## src/rtl/cpu_types_pkg.sv

```systemverilog
// Shared CPU types: word, RAM handshake state and memory-arbiter FSM state.
// Latency: n/a (types only).
// Backpressure: n/a (types only).
package cpu_types_pkg;

  typedef logic [31:0] word_t;

  // RAM model handshake as seen by the arbiter.
  typedef enum logic [1:0] {
    FREE   = 2'd0,
    BUSY   = 2'd1,
    ACCESS = 2'd2,
    ERROR  = 2'd3
  } ramstate_t;

  // Arbiter grant state; the grant is decided in IDLE and held until completion.
  typedef enum logic [1:0] {
    IDLE   = 2'd0,
    DATA   = 2'd1,
    INSTR  = 2'd2,
    SCFAIL = 2'd3
  } arb_state_t;

  localparam int BURST_W = 4;

endpackage

```

## src/rtl/ll_sc_link.sv

```systemverilog
// LL/SC link register: remembers the address of the last LL and reports whether an SC may proceed.
// Latency: link updates one cycle after a completion; sc_ok is combinational from the current link.
// Backpressure: none; every completion strobe is absorbed in the cycle it arrives.
//
// Ports:
//   clk, rst_n   clock / async active-low reset
//   ll_done      LL completed this cycle (sets link to ll_addr)
//   ll_addr      address of the completing LL
//   wr_done      a store (SW or SC) completed this cycle
//   wr_addr      address of the store / of the SC being evaluated
//   sc_done      SC completed or failed this cycle (always breaks the link)
//   sc_ok        link is valid and matches wr_addr
module ll_sc_link
  import cpu_types_pkg::*;
#(
  parameter bit LINK_EN = 1'b1
) (
  input  logic  clk,
  input  logic  rst_n,
  input  logic  ll_done,
  input  word_t ll_addr,
  input  logic  wr_done,
  input  word_t wr_addr,
  input  logic  sc_done,
  output logic  sc_ok
);

  logic  link_valid_q, link_valid_d;
  word_t link_addr_q, link_addr_d;

  always_comb begin
    link_valid_d = link_valid_q;
    link_addr_d  = link_addr_q;
    if (ll_done) begin
      link_valid_d = 1'b1;
      link_addr_d  = ll_addr;
    end
    // Clear is evaluated last so it overrides a set in the same cycle.
    if ((wr_done && (wr_addr == link_addr_d)) || sc_done) begin
      link_valid_d = 1'b0;
    end
    if (!LINK_EN) begin
      link_valid_d = 1'b0;
    end
  end

  always_ff @(posedge clk or negedge rst_n) begin
    if (!rst_n) begin
      link_valid_q <= 1'b0;
      link_addr_q  <= '0;
    end else begin
      link_valid_q <= link_valid_d;
      link_addr_q  <= link_addr_d;
    end
  end

  assign sc_ok = link_valid_q && (link_addr_q == wr_addr);

endmodule

```

## src/rtl/mem_arbiter.sv

```systemverilog
// Single-port RAM arbiter between instruction fetch and data requester, with LL/SC link support.
// Latency: >=2 cycles request->completion (grant cycle + ACCESS cycle); failed SC exactly 2.
// Backpressure: requester held with iwait/dwait=1 until RAM reports ACCESS; dropping the request aborts.
//
// Ports:
//   CLK, nRST                   clock / async active-low reset
//   iREN, iaddr -> iwait, iload instruction fetch request / completion
//   dREN, dWEN, datomic, daddr, dstore -> dwait, dload   data request / completion
//   ramREN, ramWEN, ramaddr, ramstore, ramload, ramstate  RAM port
module mem_arbiter
  import cpu_types_pkg::*;
#(
  parameter int MAX_DATA_BURST = 4,
  parameter bit LINK_EN        = 1'b1
) (
  input  logic      CLK,
  input  logic      nRST,
  input  logic      iREN,
  input  word_t     iaddr,
  output logic      iwait,
  output word_t     iload,
  input  logic      dREN,
  input  logic      dWEN,
  input  logic      datomic,
  input  word_t     daddr,
  input  word_t     dstore,
  output logic      dwait,
  output word_t     dload,
  output logic      ramREN,
  output logic      ramWEN,
  output word_t     ramaddr,
  output word_t     ramstore,
  input  word_t     ramload,
  input  ramstate_t ramstate
);

  arb_state_t         state_q, state_d;
  logic               op_wr_q, op_wr_d;
  logic               op_atomic_q, op_atomic_d;
  logic [BURST_W-1:0] burst_cnt_q, burst_cnt_d;

  logic               d_req;
  logic               d_active;
  logic               op_sc;
  logic               d_done;
  logic               i_done;
  logic               sc_ok;
  logic               sc_fail_req;
  logic               burst_limit;
  logic [BURST_W-1:0] burst_inc;

  assign d_req    = dREN || dWEN;
  // The granted op stays live only while its own enable is held.
  assign d_active = op_wr_q ? dWEN : dREN;
  assign op_sc    = op_wr_q && op_atomic_q && LINK_EN;
  assign d_done   = (state_q == DATA)  && d_active && (ramstate == ACCESS);
  assign i_done   = (state_q == INSTR) && iREN     && (ramstate == ACCESS);

  assign sc_fail_req = dWEN && datomic && LINK_EN && !sc_ok;
  assign burst_limit = iREN && (burst_cnt_q == BURST_W'(MAX_DATA_BURST));
  assign burst_inc   = (burst_cnt_q == {BURST_W{1'b1}}) ? burst_cnt_q : burst_cnt_q + 1'b1;

  ll_sc_link #(
    .LINK_EN (LINK_EN)
  ) u_link (
    .clk     (CLK),
    .rst_n   (nRST),
    .ll_done (d_done && !op_wr_q && op_atomic_q),
    .ll_addr (daddr),
    .wr_done (d_done && op_wr_q),
    .wr_addr (daddr),
    .sc_done ((d_done && op_sc) || (state_q == SCFAIL)),
    .sc_ok   (sc_ok)
  );

  always_comb begin
    state_d     = state_q;
    op_wr_d     = op_wr_q;
    op_atomic_d = op_atomic_q;
    burst_cnt_d = burst_cnt_q;
    ramREN      = 1'b0;
    ramWEN      = 1'b0;
    ramaddr     = '0;
    ramstore    = '0;
    iwait       = 1'b1;
    dwait       = 1'b1;
    iload       = '0;
    dload       = '0;

    unique case (state_q)
      IDLE: begin
        if (!iREN) begin
          burst_cnt_d = '0;
        end
        if (sc_fail_req) begin
          state_d = SCFAIL;
          if (iREN) burst_cnt_d = burst_inc;
        end else if (d_req && !burst_limit) begin
          state_d     = DATA;
          op_wr_d     = dWEN;
          op_atomic_d = datomic;
          if (iREN) burst_cnt_d = burst_inc;
        end else if (iREN) begin
          state_d     = INSTR;
          burst_cnt_d = '0;
        end
      end

      DATA: begin
        ramREN   = d_active && !op_wr_q;
        ramWEN   = d_active && op_wr_q;
        ramaddr  = daddr;
        ramstore = dstore;
        if (!d_active) begin
          state_d = IDLE;
        end else if (ramstate == ACCESS) begin
          dwait   = 1'b0;
          dload   = op_sc ? 32'd1 : ramload;
          state_d = IDLE;
        end
        // BUSY / FREE / ERROR: hold and keep retrying.
      end

      INSTR: begin
        ramREN  = iREN;
        ramaddr = iaddr;
        if (!iREN) begin
          state_d = IDLE;
        end else if (i_done) begin
          iwait   = 1'b0;
          iload   = ramload;
          state_d = IDLE;
        end
      end

      SCFAIL: begin
        dwait   = 1'b0;
        dload   = '0;
        state_d = IDLE;
      end
    endcase
  end

  always_ff @(posedge CLK or negedge nRST) begin
    if (!nRST) begin
      state_q     <= IDLE;
      op_wr_q     <= 1'b0;
      op_atomic_q <= 1'b0;
      burst_cnt_q <= '0;
    end else begin
      state_q     <= state_d;
      op_wr_q     <= op_wr_d;
      op_atomic_q <= op_atomic_d;
      burst_cnt_q <= burst_cnt_d;
    end
  end

endmodule
```

## config.mk

```make
export PLATFORM = sky130hd
export DESIGN_NAME = mem_arbiter
export DESIGN_NICKNAME = d
export VERILOG_FILES = /design/src/rtl/cpu_types_pkg.sv /design/src/rtl/ll_sc_link.sv /design/src/rtl/mem_arbiter.sv
export SDC_FILE = /design/constraint.sdc
export NUM_CORES = 1
export LEC_CHECK = 0
export CORE_AREA = 2 2 103 105
export CTS_CLUSTER_DIAMETER = 80
export DETAILED_ROUTE_END_ITERATION = 10
export DIE_AREA = 0 0 105 107
export PLACE_DENSITY = 0.82
export SLEW_MARGIN = 25
export SYNTH_ARGS = -nofsm -noshare
export SYNTH_HDL_FRONTEND = slang
export SYNTH_SLANG_ARGS = --single-unit
```

## constraint.sdc

```tcl
create_clock -name CLK -period 5.19 [get_ports CLK]
set_input_delay 0.7785 -clock CLK [delete_from_list [all_inputs] [get_ports CLK]]
set_output_delay 0.7785 -clock CLK [all_outputs]
set_load 0.03 [all_outputs]
```

==> After elaboration in Yosys (flattened, before gate mapping) <==
Cells that the tools add are included.
{ "word_totals": {"in_bits": 136, "register_bits": 41, "wordCells": 79, "latch_bits": 0, "out_inout_bits": 132, "rom_bits": 0, "n_memories": 0, "ram_bits": 0} }
{ "op_classes": {"muxes": 33, "n_eq_ne": 11, "n_reduce_logical": 27, "mul": 0, "n_div": 0, "shift": 0, "addsub": 1, "n_bitwise": 1, "magnitude_cmp": 0} }
{ "ops": {"columns": ["op", "n"], "rows": [
  ["$mux W32", 9],
  ["$eq A32 B32 Y1", 2],
  ["$pmux W32 S2", 1],
  ["$logic_and A1 B1 Y1", 17],
  ["$mux W4", 4],
  ["$mux W2", 7],
  ["$mux W1", 9],
  ["$pmux W2 S4", 1],
  ["$eq A2 B2 Y1 const B", 3],
  ["$reduce_and A3 Y1", 2],
  ["$add A4 B1 Y4 const B", 1],
  ["$eq A4 B3 Y1 const B", 1],
  ["$eq A4 B4 Y1 const B", 1],
  ["$ne A4 B4 Y1 const B", 1],
  ["$pmux W1 S2", 2],
  ["$logic_not A1 Y1", 3],
  ["$logic_or A1 B1 Y1", 3],
  ["$ne A3 B2 Y1 const B", 1],
  ["$ne A3 B3 Y1 const B", 1],
  ["$eq A2 B1 Y1 const B", 1],
  ["$logic_not A2 Y1", 1],
  ["$reduce_bool A2 Y1", 1],
  ["$not A1 Y1", 1]
]} }

==> Logic depth before layout (Yosys ltp) <==
Gate-level depths: netlist of the first run.
{ "depth": {"depth_word": 10, "depth_mapped": 7, "depth_no_buf": 7} }

==> Modules after synthesis <==
A second synthesis of the first run with hierarchy kept.
{ "hier_totals": {"cells_unflattened": 408, "area_unflattened_um2": 3778.6} }
{ "by_module_without_submodules": {"columns": ["module", "seq_area_each_um2", "instances", "cells_each", "area_each_um2"], "rows": [
  ["ll_sc_link", 825.8, 1, 159, 2025.7],
  ["mem_arbiter", 200.2, 1, 249, 1752.9]
]} }

==> Worst setup path before layout of the first run <==
No wires, ideal clock.
{ "synth_timing": {"path_kind": "input to output", "from": "input port dREN", "to": "output port dload[10]", "arrival_time_ps": 1930, "required_ps": 4411, "stages": 5, "n_path_buf": 1, "slack_ps": 2482, "cell_sequence": "nor2b_2 > o21ai_2 > a211oi_1 > clkbuf_1 > and2_1"} }
{ "synth_between": {"elab_chain_len": 3} }
{ "synth_lines": {"columns": ["element", "line", "source"], "rows": [
  ["start: declaration", "mem_arbiter.sv:22", "input logic dREN,"],
  ["$mux W1", "mem_arbiter.sv:54", "assign d_active = op_wr_q ? dWEN : dREN;"],
  ["$mux W32", "mem_arbiter.sv:114", "if (!d_active) begin"],
  ["$mux W32", "mem_arbiter.sv:90", "unique case (state_q)"],
  ["end: declaration", "mem_arbiter.sv:28", "output word_t dload,"]
]} }
Every way passes these cells.

==> Worst setup path in the final report of the first run <==
{ "layout_timing": {"from": "register state_q[0]", "to": "output port iload[16]"} }
{ "layout_between": {"elab_chain_len": 6} }
{ "layout_lines": {"columns": ["element", "line", "source"], "rows": [
  ["start: declaration", "mem_arbiter.sv:37", "arb_state_t state_q, state_d;"],
  ["start signal: assignment", "mem_arbiter.sv:151", "state_q <= state_d;"],
  ["$eq A2 B2 Y1 (*)", "mem_arbiter.sv:57, mem_arbiter.sv:90", null],
  ["$logic_and A1 B1 Y1 (2 in a row)", "mem_arbiter.sv:57", "assign i_done = (state_q == INSTR) && iREN && (ramstate == ACCESS);"],
  ["$mux W32", "mem_arbiter.sv:129", "end else if (i_done) begin"],
  ["$mux W32", "mem_arbiter.sv:127", "if (!iREN) begin"],
  ["$mux W32 (*)", "mem_arbiter.sv:90", null],
  ["end: declaration", "mem_arbiter.sv:21", "output word_t iload,"]
]} }
Every way passes the cells marked *; elsewhere a longest branch is shown, timed or not.

==> reports/results.txt, run 1 <==
Core area = 10,100 um^2
Maximum VDD drop = 0.249 mV
CTS root buf = clkbuf_8
Leak = 2.53 nW
Crit Path Class = flop to output port
Logic gate share of total power = 72.5%
RSZ-0062 raised after global routing = false
Crit path launch = state_q[0]$_DFFE_PN0P_
Post-Syn Area = 3420 um^2
Hold Path Class = input port to asynchronous set/reset pin
Clock tree buffer depth = 2
Fin. Hold Viols = 0
Worst Path Required = 4.41 ns
Slew @ Worst Pin = 0.917 ns
Slew Limit Fails = 0
Post-synthesis area per instance = 8.96 um^2
Status = finished, final reports clean
Worst Skew = 0.00562 ns
Area of the multi-input gates = 2240 um^2
Post-CTS setup buffer count = 0
Max Freq = 262 MHz
Met2 wire len = 7.09 mm
Clk Latency, worst-skew pair = 0.28 ns
Power density over cell area = 410 nW/um^2
Die area = 11,200 um^2
Die Ht = 107 um
DR iter-0 viols = 166
CP startpoint kind = flop
Max-cap violations = 0
CP endpoint kind = output port
Initial Util = 33.9%
Post-synth top flop = dfrtp_1
Crit path DAT = 3.04 ns
Post-layout power = 2.58 mW
Num CTS Buffers = 5
# hold bufs at CTS = 0
Synth top area share = 30.0%
DPL Wire Length = 11.4 mm
Layout cell share with drive strength beyond 1 = 8.31%
Sequential area share after synthesis = 30.0%
Wl on met1 = 5.10 mm
Post-synth EDFFs = 0
DRC viols = 0
Switching Fraction = 47.6%
PortBufs = 267
Die width = 105 um
Clk pwr share = 7.9%
WL/cell = 17.5 um
CTS resizes = 0
Fill cell count = 871
Setup Viol. Count Final = 0
Register Area = 1030 um^2
Commonest non-fill, non-tap cells in the layout = 266 x clkdlybuf4s50_1, 98 x and2_1, 41 x dfrtp_1
Layout Nets = 779
H-tree levels = 2
CP max FO = 33
Tcrit/Tclk final = 73.6%
Finished Core Util = 62.3%
Flop pwr share = 19.6%
Largest net degree at the start of global routing = 48
Worst R2R Start = state_q[1]$_DFFE_PN0P_
Grt ovf = 0
P_int = 1.35 mW
DRT Pass-1 Iters = 4
Asr flop ratio synth = 100%
TritonCTS clock tree = built
Vias per cell = 4.84
Via count = 3,767
Vias in the first global route = 3,795
Post-synthesis net count = 524
Cell count after synthesis = 382
Slew HR = 38.9%
Final ANT Viol Nets = 0
DP Area = 6190 um^2
Synth top area cells = dfrtp_1 30%, and2_1 18%, mux2_2 10%, xor2_1 8.2%, a22oi_1 7.0%
First-pass GRT wire length = 20.3 mm
Yosys warns = 0
Routability cong. = 0.926
Register bit count reported by yosys = 41
GR Util All Layers = 23.1%
Setup total negative slack = 0 ns
Ports = 268
Net Switching = 1.23 mW
Post-route cell area = 6290 um^2
Unique masters post-synth = 40
Routed wire length = 13.6 mm
Area delta synth->final = 83.6%
Initial antenna violation count = 6
Uppermost layer routed = met5
Clk slew on worst S/H paths = 0.08 ns
Met3 wire length = 1.17 mm
Crit path time final = 3.82 ns
CTS sink count = 41
Cell taking the most area after synthesis = dfrtp_1
Commonest non-fill, non-tap cell in the layout = clkdlybuf4s50_1
Rows = 37
[per-stage QoR]
| stage | hold slack [ns] | setup slack [ns] | std cells |
|---|---|---|---|
| after global routing | 0.491 | 1.18 | 778 |
| after global placement | 0.489 | 1.50 | 766 |
| final | 0.465 | 1.37 | 778 |
| after CTS | 0.519 | 1.38 | 774 |
| after floorplan | 0.478 | 2.48 | 382 |
| after detailed placement | 0.500 | 1.44 | 766 |
[cells in the mapped netlist (all sizes together) (2+ instances only)]
| cell type | n |
|---|---|
| nand2 | 7 |
| nor3 | 3 |
| nand4 | 2 |
| nor4 | 10 |
| mux2i | 2 |
| a31oi | 3 |
| a22oi | 32 |
| nor2b | 34 |
| o21ai | 7 |
| nor2 | 9 |
| mux2 | 32 |
| and2 | 98 |
| nand3 | 3 |
| a21o | 2 |
| xor2 | 32 |
| a21oi | 8 |
| buf | 4 |
| dfrtp | 41 |
| ha | 6 |
| a211oi | 2 |
| clkbuf | 20 |
| inv | 12 |
[worst max-delay path, stage by stage (launching register included)]
cell	delay [ns]
dfrtp_1	0.42
inv_1	0.12
ha_1	0.42
buf_4	0.38
nand2_1	0.15
nor2_1	0.12
buf_4	0.27
and2_1	0.19
clkdlybuf4s50_1	0.68
[sequential cells by signal, summed over array words and instances, names as in the netlist]
| signal | count |
|---|---|
| op_wr_q | 1 |
| op_atomic_q | 1 |
| state_q | 2 |
| u_link.link_valid_q | 1 |
| u_link.link_addr_q | 32 |
| burst_cnt_q | 4 |
[cells by family after synthesis]
| group | share of synthesized area (%) |
|---|---|
| compound gates | 13.7 |
| simple gates | 30.0 |
| buf+inv | 4.82 |
| mux | 11.1 |
| flops | 30.0 |
| fa+ha+maj | 2.19 |
| xor+xnor | 8.19 |
[power groups by stage]
stage	Combinational (mW)	Sequential (mW)	Clock [mW]
final	1.87	0.505	0.205
after detailed placement	1.87	0.510	0
after global routing	1.99	0.517	0.227
after CTS	1.89	0.503	0.213
after floorplan	1.17	0.482	0
after global placement	1.85	0.500	0
[metal layers]
layer  up-vias  GRT usage [%]
met4         4           7.43
met3        20           7.05
met2       193           43.6
met1      1728           24.5
met5         -              0
li1       1822              -
[path summary, 6_finish.rpt]
check                                             endpoint  slack, ns  depth (start not counted)
setup / recovery                                 iload[16]       1.37                          8
hold reg to reg            u_link.link_addr_q[7]$_DFF_PN0_       0.51                          1
setup reg to reg           u_link.link_addr_q[9]$_DFF_PN0_       2.87                          6
max in group asynchronous       burst_cnt_q[1]$_DFFE_PN0P_       4.36                          1
min in group CLK           u_link.link_addr_q[7]$_DFF_PN0_       0.51                          1
hold / removal             u_link.link_addr_q[5]$_DFF_PN0_       0.47                          1
[final cells by class]
class / instances / share of cell area (%)
flip-flops and latches: 41 / 16.3
multi-input cells: 305 / 35.6
well taps: 136 / 2.71
diodes: 4 / 0.159
clock buffers: 6 / 1.15
clock inverters: 2 / 0.239
inverters: 12 / 0.717
repair buffers: 272 / 43.1
No activity file was read; power rests on OpenSTA's default activity.
==> inputs of run 2 (changes only) <==
--- a/config.mk
+++ b/config.mk
@@ -5,11 +5,11 @@
 export SDC_FILE = /design/constraint.sdc
 export NUM_CORES = 1
 export LEC_CHECK = 0
-export CORE_AREA = 2 2 103 105
+export CORE_AREA = 2 2 104 106
 export CTS_CLUSTER_DIAMETER = 80
 export DETAILED_ROUTE_END_ITERATION = 10
-export DIE_AREA = 0 0 105 107
-export PLACE_DENSITY = 0.82
+export DIE_AREA = 0 0 106 108
+export PLACE_DENSITY = 0.8
 export SLEW_MARGIN = 25
 export SYNTH_ARGS = -nofsm -noshare
 export SYNTH_HDL_FRONTEND = slang
==> constraint.sdc (replaced) <==
create_clock -name CLK -period 3.7 [get_ports CLK]
set_input_delay 0.555 -clock CLK [delete_from_list [all_inputs] [get_ports CLK]]
set_output_delay 0.555 -clock CLK [all_outputs]
set_load 0.03 [all_outputs]
==> run 2 against run 1 <==
Design area decreased by 0.94%. Clock skew rose by 0.0029 ns. Flip-flop and latch count unchanged. Critical path type is now input port to output port. Worst hold slack worse by 0.23 ns. Clock power rose by 45%. Power rose by 41%. First-iteration DRC count up 11%. Cell count stayed put. Wire length is 1.8% lower.
==> reports/results.txt, run 2 (same netlist as run 1, synthesis figures left out) <==
Max-cap violations = 0
Biggest register = u_link.link_addr_q
First-pass GRT wire length = 19.4 mm
Clk slew on worst S/H paths = 0.08 ns
Crit-path max cell delay = 0.68 ns
Post-route cell area = 6230 um^2
Ports = 268
DP Area = 6130 um^2
# hold bufs at CTS = 0
Initial Util = 33.5%
Leak = 2.62 nW
Worst Skew = 0.00856 ns
Commonest non-fill, non-tap cell in the layout = clkdlybuf4s50_1
Routed wire length = 13.4 mm
DPL Wire Length = 11.1 mm
GR Util All Layers = 21.9%
Die width = 106 um
Slew Limit Fails = 0
Worst Path Required = 3.14 ns
Slew @ Worst Pin = 0.592 ns
Fin. Hold Viols = 0
Clk pwr share = 8.2%
Vias in the first global route = 3,757
Final setup margin = 0.398 ns
Slew HR = 60.5%
Layout cell share with drive strength beyond 1 = 13.8%
Switching Fraction = 47.8%
Logic gate share of total power = 72.5%
Num CTS Buffers = 5
Flop pwr share = 19.4%
DR iter-0 viols = 184
CP endpoint kind = output port
RSZ-0062 raised after global routing = false
H-tree levels = 2
Clk Latency, worst-skew pair = 0.29 ns
CP startpoint kind = input port
TritonCTS clock tree = built
Commonest non-fill, non-tap cells in the layout = 234 x clkdlybuf4s50_1, 98 x and2_1, 41 x dfrtp_1
Final ANT Viol Nets = 0
Net Switching = 1.74 mW
CP max FO = 31
Setup Viol. Count Final = 0
Regs by FF count = u_link.link_addr_q x32, burst_cnt_q x4, state_q x2
Die area = 11,400 um^2
Setup total negative slack = 0 ns
Layout Nets = 781
Core area = 10,200 um^2
Post-layout power = 3.64 mW
Status = finished, final reports clean
Max FFs per register = 32
Largest net degree at the start of global routing = 42
PortBufs = 267
Post-CTS setup buffer count = 0
Initial antenna violation count = 2
Placed Cells = 768
Clock tree buffer depth = 2
Fill cell count = 902
Rows = 37
Via count = 3,827
Slowest cell on crit path = clkdlybuf4s50_1
CP top delay family = buffers and inverters
CP cell instances = clkdlybuf4s50_1, and2_1, o21ai_2, a211oi_2, buf_4, and2_1, clkdlybuf4s50_1
Maximum VDD drop = 0.353 mV
Area delta synth->final = 81.9%
Tcrit/Tclk final = 89.3%
Post-Layout Cell Count = 778
Max Freq = 303 MHz
P_int = 1.90 mW
DRT Pass-1 Iters = 5
Crit Path Class = input port to output port
Vias per cell = 4.92
CTS resizes = 0
Crit path DAT = 2.75 ns
WL/cell = 17.2 um
Finished Core Util = 60.9%
CTS sink count = 41
Hold Path Class = input port to asynchronous set/reset pin
Crit path time final = 3.30 ns
Hold Slack = 0.238 ns
Power density over cell area = 584 nW/um^2
Die Ht = 108 um
WP buf/inv = 3
Setup slack at placement = 0.411 ns
DRC viols = 0
Routability cong. = 0.842
Grt ovf = 0
CTS root buf = clkbuf_8
run 2: changes by cell type in the layout (fill, tap and decap cells not counted), sizes merged:
| cell | delta |
|---|---|
| clkinv | +2 |
| buf | +34 |
| clkdlybuf4s50 | -32 |
| diode | -2 |
| clkinvlp | -1 |
| clkbuf | -1 |
run 2: power by group through the flow:
stage	clock, mW	sequential (mW)	combinational [mW]
3_3_place_gp	0	0.700	2.61
6_report	0.297	0.704	2.64
3_5_place_dp	0	0.713	2.65
5_1_grt	0.323	0.721	2.80
2_1_floorplan	0	0.676	1.64
4_1_cts	0.304	0.704	2.66
run 2: per-layer routing:
metal	track usage, %	up-vias	part of all wire [%]	wire (um)
li1	-	1822	-	-
met1	21.9	1782	35	4640
met2	44.8	211	56	7460
met3	4.52	12	7.4	995
met4	6.95	0	2.0	272
met5	0	-	0	0
run 2: final timing paths:
check | startpoint | endpoint | slack, ns | cells after the start
worst min-delay path | nRST | u_link.link_addr_q[20]$_DFF_PN0_ | 0.24 | 1
max in group asynchronous | nRST | burst_cnt_q[1]$_DFFE_PN0P_ | 3.08 | 1
worst max register to register | op_wr_q$_DFFE_PN0P_ | u_link.link_addr_q[20]$_DFF_PN0_ | 1.65 | 5
worst max-delay path | dWEN | dload[23] | 0.40 | 7
worst min register to register | u_link.link_addr_q[7]$_DFF_PN0_ | u_link.link_addr_q[7]$_DFF_PN0_ | 0.51 | 1
min in group CLK | u_link.link_addr_q[7]$_DFF_PN0_ | u_link.link_addr_q[7]$_DFF_PN0_ | 0.51 | 1
run 2: area by class of cell:
type                    instances  area [um^2]  share of cell area [%]
diodes                          2         5.00                  0.0804
well taps                     136          170                    2.73
flip-flops and latches         41         1030                    16.5
multi-input cells             305         2240                    36.0
clock inverters                 3         17.5                   0.281
repair buffers                274         2660                    42.6
inverters                      12         45.0                   0.723
clock buffers                   5         68.8                    1.11
==> inputs of run 3 (changes only) <==
--- a/config.mk
+++ b/config.mk
@@ -10,7 +10,7 @@
 export DETAILED_ROUTE_END_ITERATION = 10
 export DIE_AREA = 0 0 106 108
 export PLACE_DENSITY = 0.8
-export SLEW_MARGIN = 25
+export SLEW_MARGIN = 10
 export SYNTH_ARGS = -nofsm -noshare
 export SYNTH_HDL_FRONTEND = slang
 export SYNTH_SLANG_ARGS = --single-unit
==> constraint.sdc (replaced) <==
create_clock -name CLK -period 3.4 [get_ports CLK]
set_input_delay 0.51 -clock CLK [delete_from_list [all_inputs] [get_ports CLK]]
set_output_delay 0.51 -clock CLK [all_outputs]
set_load 0.03 [all_outputs]
==> run 3 against run 2 <==
Die area is the same. First-iteration DRC count grew 14%. Register-to-register slack lost 0.29 ns. Via count shrank 0.81%. Design area grew 0.32%. Clock skew grew 0.0011 ns. Flip-flop and latch count is the same. Utilization grew 0.20 points. Wire length shrank 0.65%. Sequential power grew 8.7%. Cell count grew 0.51%. Non-clock buffer count grew 2. Critical path type unchanged. Highest routed layer unchanged.
==> reports/results.txt, run 3 (same netlist as run 1, synthesis figures left out) <==
Slew Limit Fails = 0
Hold Slack = 0.357 ns
CTS resizes = 0
Post-Layout Cell Count = 782
Clock tree buffer depth = 2
Slew HR = 38.1%
Worst R2R Start = u_link.link_addr_q[4]$_DFF_PN0_
Leak = 2.65 nW
CP top delay family = buffers and inverters
First-pass GRT wire length = 20.0 mm
Status = finished, final reports clean
Via count = 3,796
Post-layout power = 3.98 mW
CP cell instances = clkdlybuf4s50_1, and2_1, o21ai_2, a211oi_2, buf_4, and2_1, clkdlybuf4s50_1
Num CTS Buffers = 5
Worst Path Required = 2.89 ns
Initial Util = 33.5%
Core area = 10,200 um^2
Routability cong. = 0.847
Crit path time final = 3.17 ns
# hold bufs at CTS = 0
Hold Path Class = input port to asynchronous set/reset pin
Clk slew on worst S/H paths = 0.08 ns
RSZ-0062 raised after global routing = false
Fin. Hold Viols = 0
Die area = 11,400 um^2
Setup total negative slack = 0 ns
Slew @ Worst Pin = 0.929 ns
WP buf/inv = 3
Setup Viol. Count Final = 0
Worst Skew = 0.00962 ns
Max-cap violations = 0
Crit path DAT = 2.66 ns
Initial antenna violation count = 4
DPL Wire Length = 11.2 mm
Die width = 106 um
Layout cell share with drive strength beyond 1 = 15.4%
Ports = 268
WL/cell = 17.0 um
GR Util All Layers = 22.4%
Commonest non-fill, non-tap cells in the layout = 225 x clkdlybuf4s50_1, 98 x and2_1, 47 x buf_4
Max FFs per register = 32
Layout Nets = 783
Tcrit/Tclk final = 93.3%
Regs by FF count = u_link.link_addr_q x32, burst_cnt_q x4, state_q x2
Power density over cell area = 636 nW/um^2
Max Freq = 315 MHz
DRC viols = 0
Rows = 37
Die Ht = 108 um
CP endpoint kind = output port
PortBufs = 267
Grt ovf = 0
Largest net degree at the start of global routing = 42
Vias per cell = 4.85
CP startpoint kind = input port
Crit path launch = dWEN
TritonCTS clock tree = built
Area delta synth->final = 82.5%
CP Depth = 7
Clk Latency, worst-skew pair = 0.29 ns
CTS root buf = clkbuf_8
Routed wire length = 13.3 mm
Vias in the first global route = 3,882
R2R depth = 6
Final ANT Viol Nets = 0
Slowest cell on crit path = clkdlybuf4s50_1
Maximum VDD drop = 0.384 mV
CP max FO = 28
Placed Cells = 770
Post-CTS setup buffer count = 0
DR iter-0 viols = 209
Crit-path max cell delay = 0.67 ns
Biggest register = u_link.link_addr_q
Crit Path Class = input port to output port
Commonest non-fill, non-tap cell in the layout = clkdlybuf4s50_1
DRT Pass-1 Iters = 5
H-tree levels = 2
CTS sink count = 41
==> run 3: worst register-to-register path, stage by stage, from the launching register on <==
cell,delay [ns]
dfrtp_1,0.39
xor2_1,0.14
nor4_1,0.46
nand4_1,0.24
o21ai_2,0.27
a211oi_1,0.12
a221o_1,0.29
==> run 3: final cells by class <==
class / count / area, um^2
fillers: 899 / 3980
well taps: 136 / 170
flip-flops and latches: 41 / 1030
diodes: 4 / 10.0
inverters: 12 / 45.0
multi-input cells: 305 / 2240
clock buffers: 5 / 68.8
clock inverters: 3 / 17.5
repair buffers: 276 / 2670
==> run 3: metrics by stage <==
stage               instance area, um^2  setup WS (ns)  utilization [%]
finish                             6250          0.227             61.1
global placement                   6150          0.284             60.1
global route                       6250         0.0717             61.1
CTS                                6240          0.219             61.0
detailed placement                 6150          0.221             60.1
floorplan                          3420           1.17                -
==> run 3: where the power goes <==
group          switching [mW]  internal (mW)
clock network           0.171          0.142
registers               0.126          0.639
logic                    1.60           1.30
==> run 3: path summary, 6_finish.rpt <==
kind | to | slack, ns
setup / recovery | dload[2] | 0.23
min in group CLK | u_link.link_addr_q[7]$_DFF_PN0_ | 0.52
hold / removal | u_link.link_addr_q[10]$_DFF_PN0_ | 0.36
max in group asynchronous | burst_cnt_q[2]$_DFFE_PN0P_ | 2.47
hold reg to reg | u_link.link_addr_q[7]$_DFF_PN0_ | 0.52
setup reg to reg | burst_cnt_q[0]$_DFFE_PN0P_ | 1.36
==> run 3: per-layer routing <==
metal	routed length, um	GRT usage (%)
met1	4630	22.2
met2	7230	44.3
met3	888	4.58
met4	529	11.1
met5	0	0
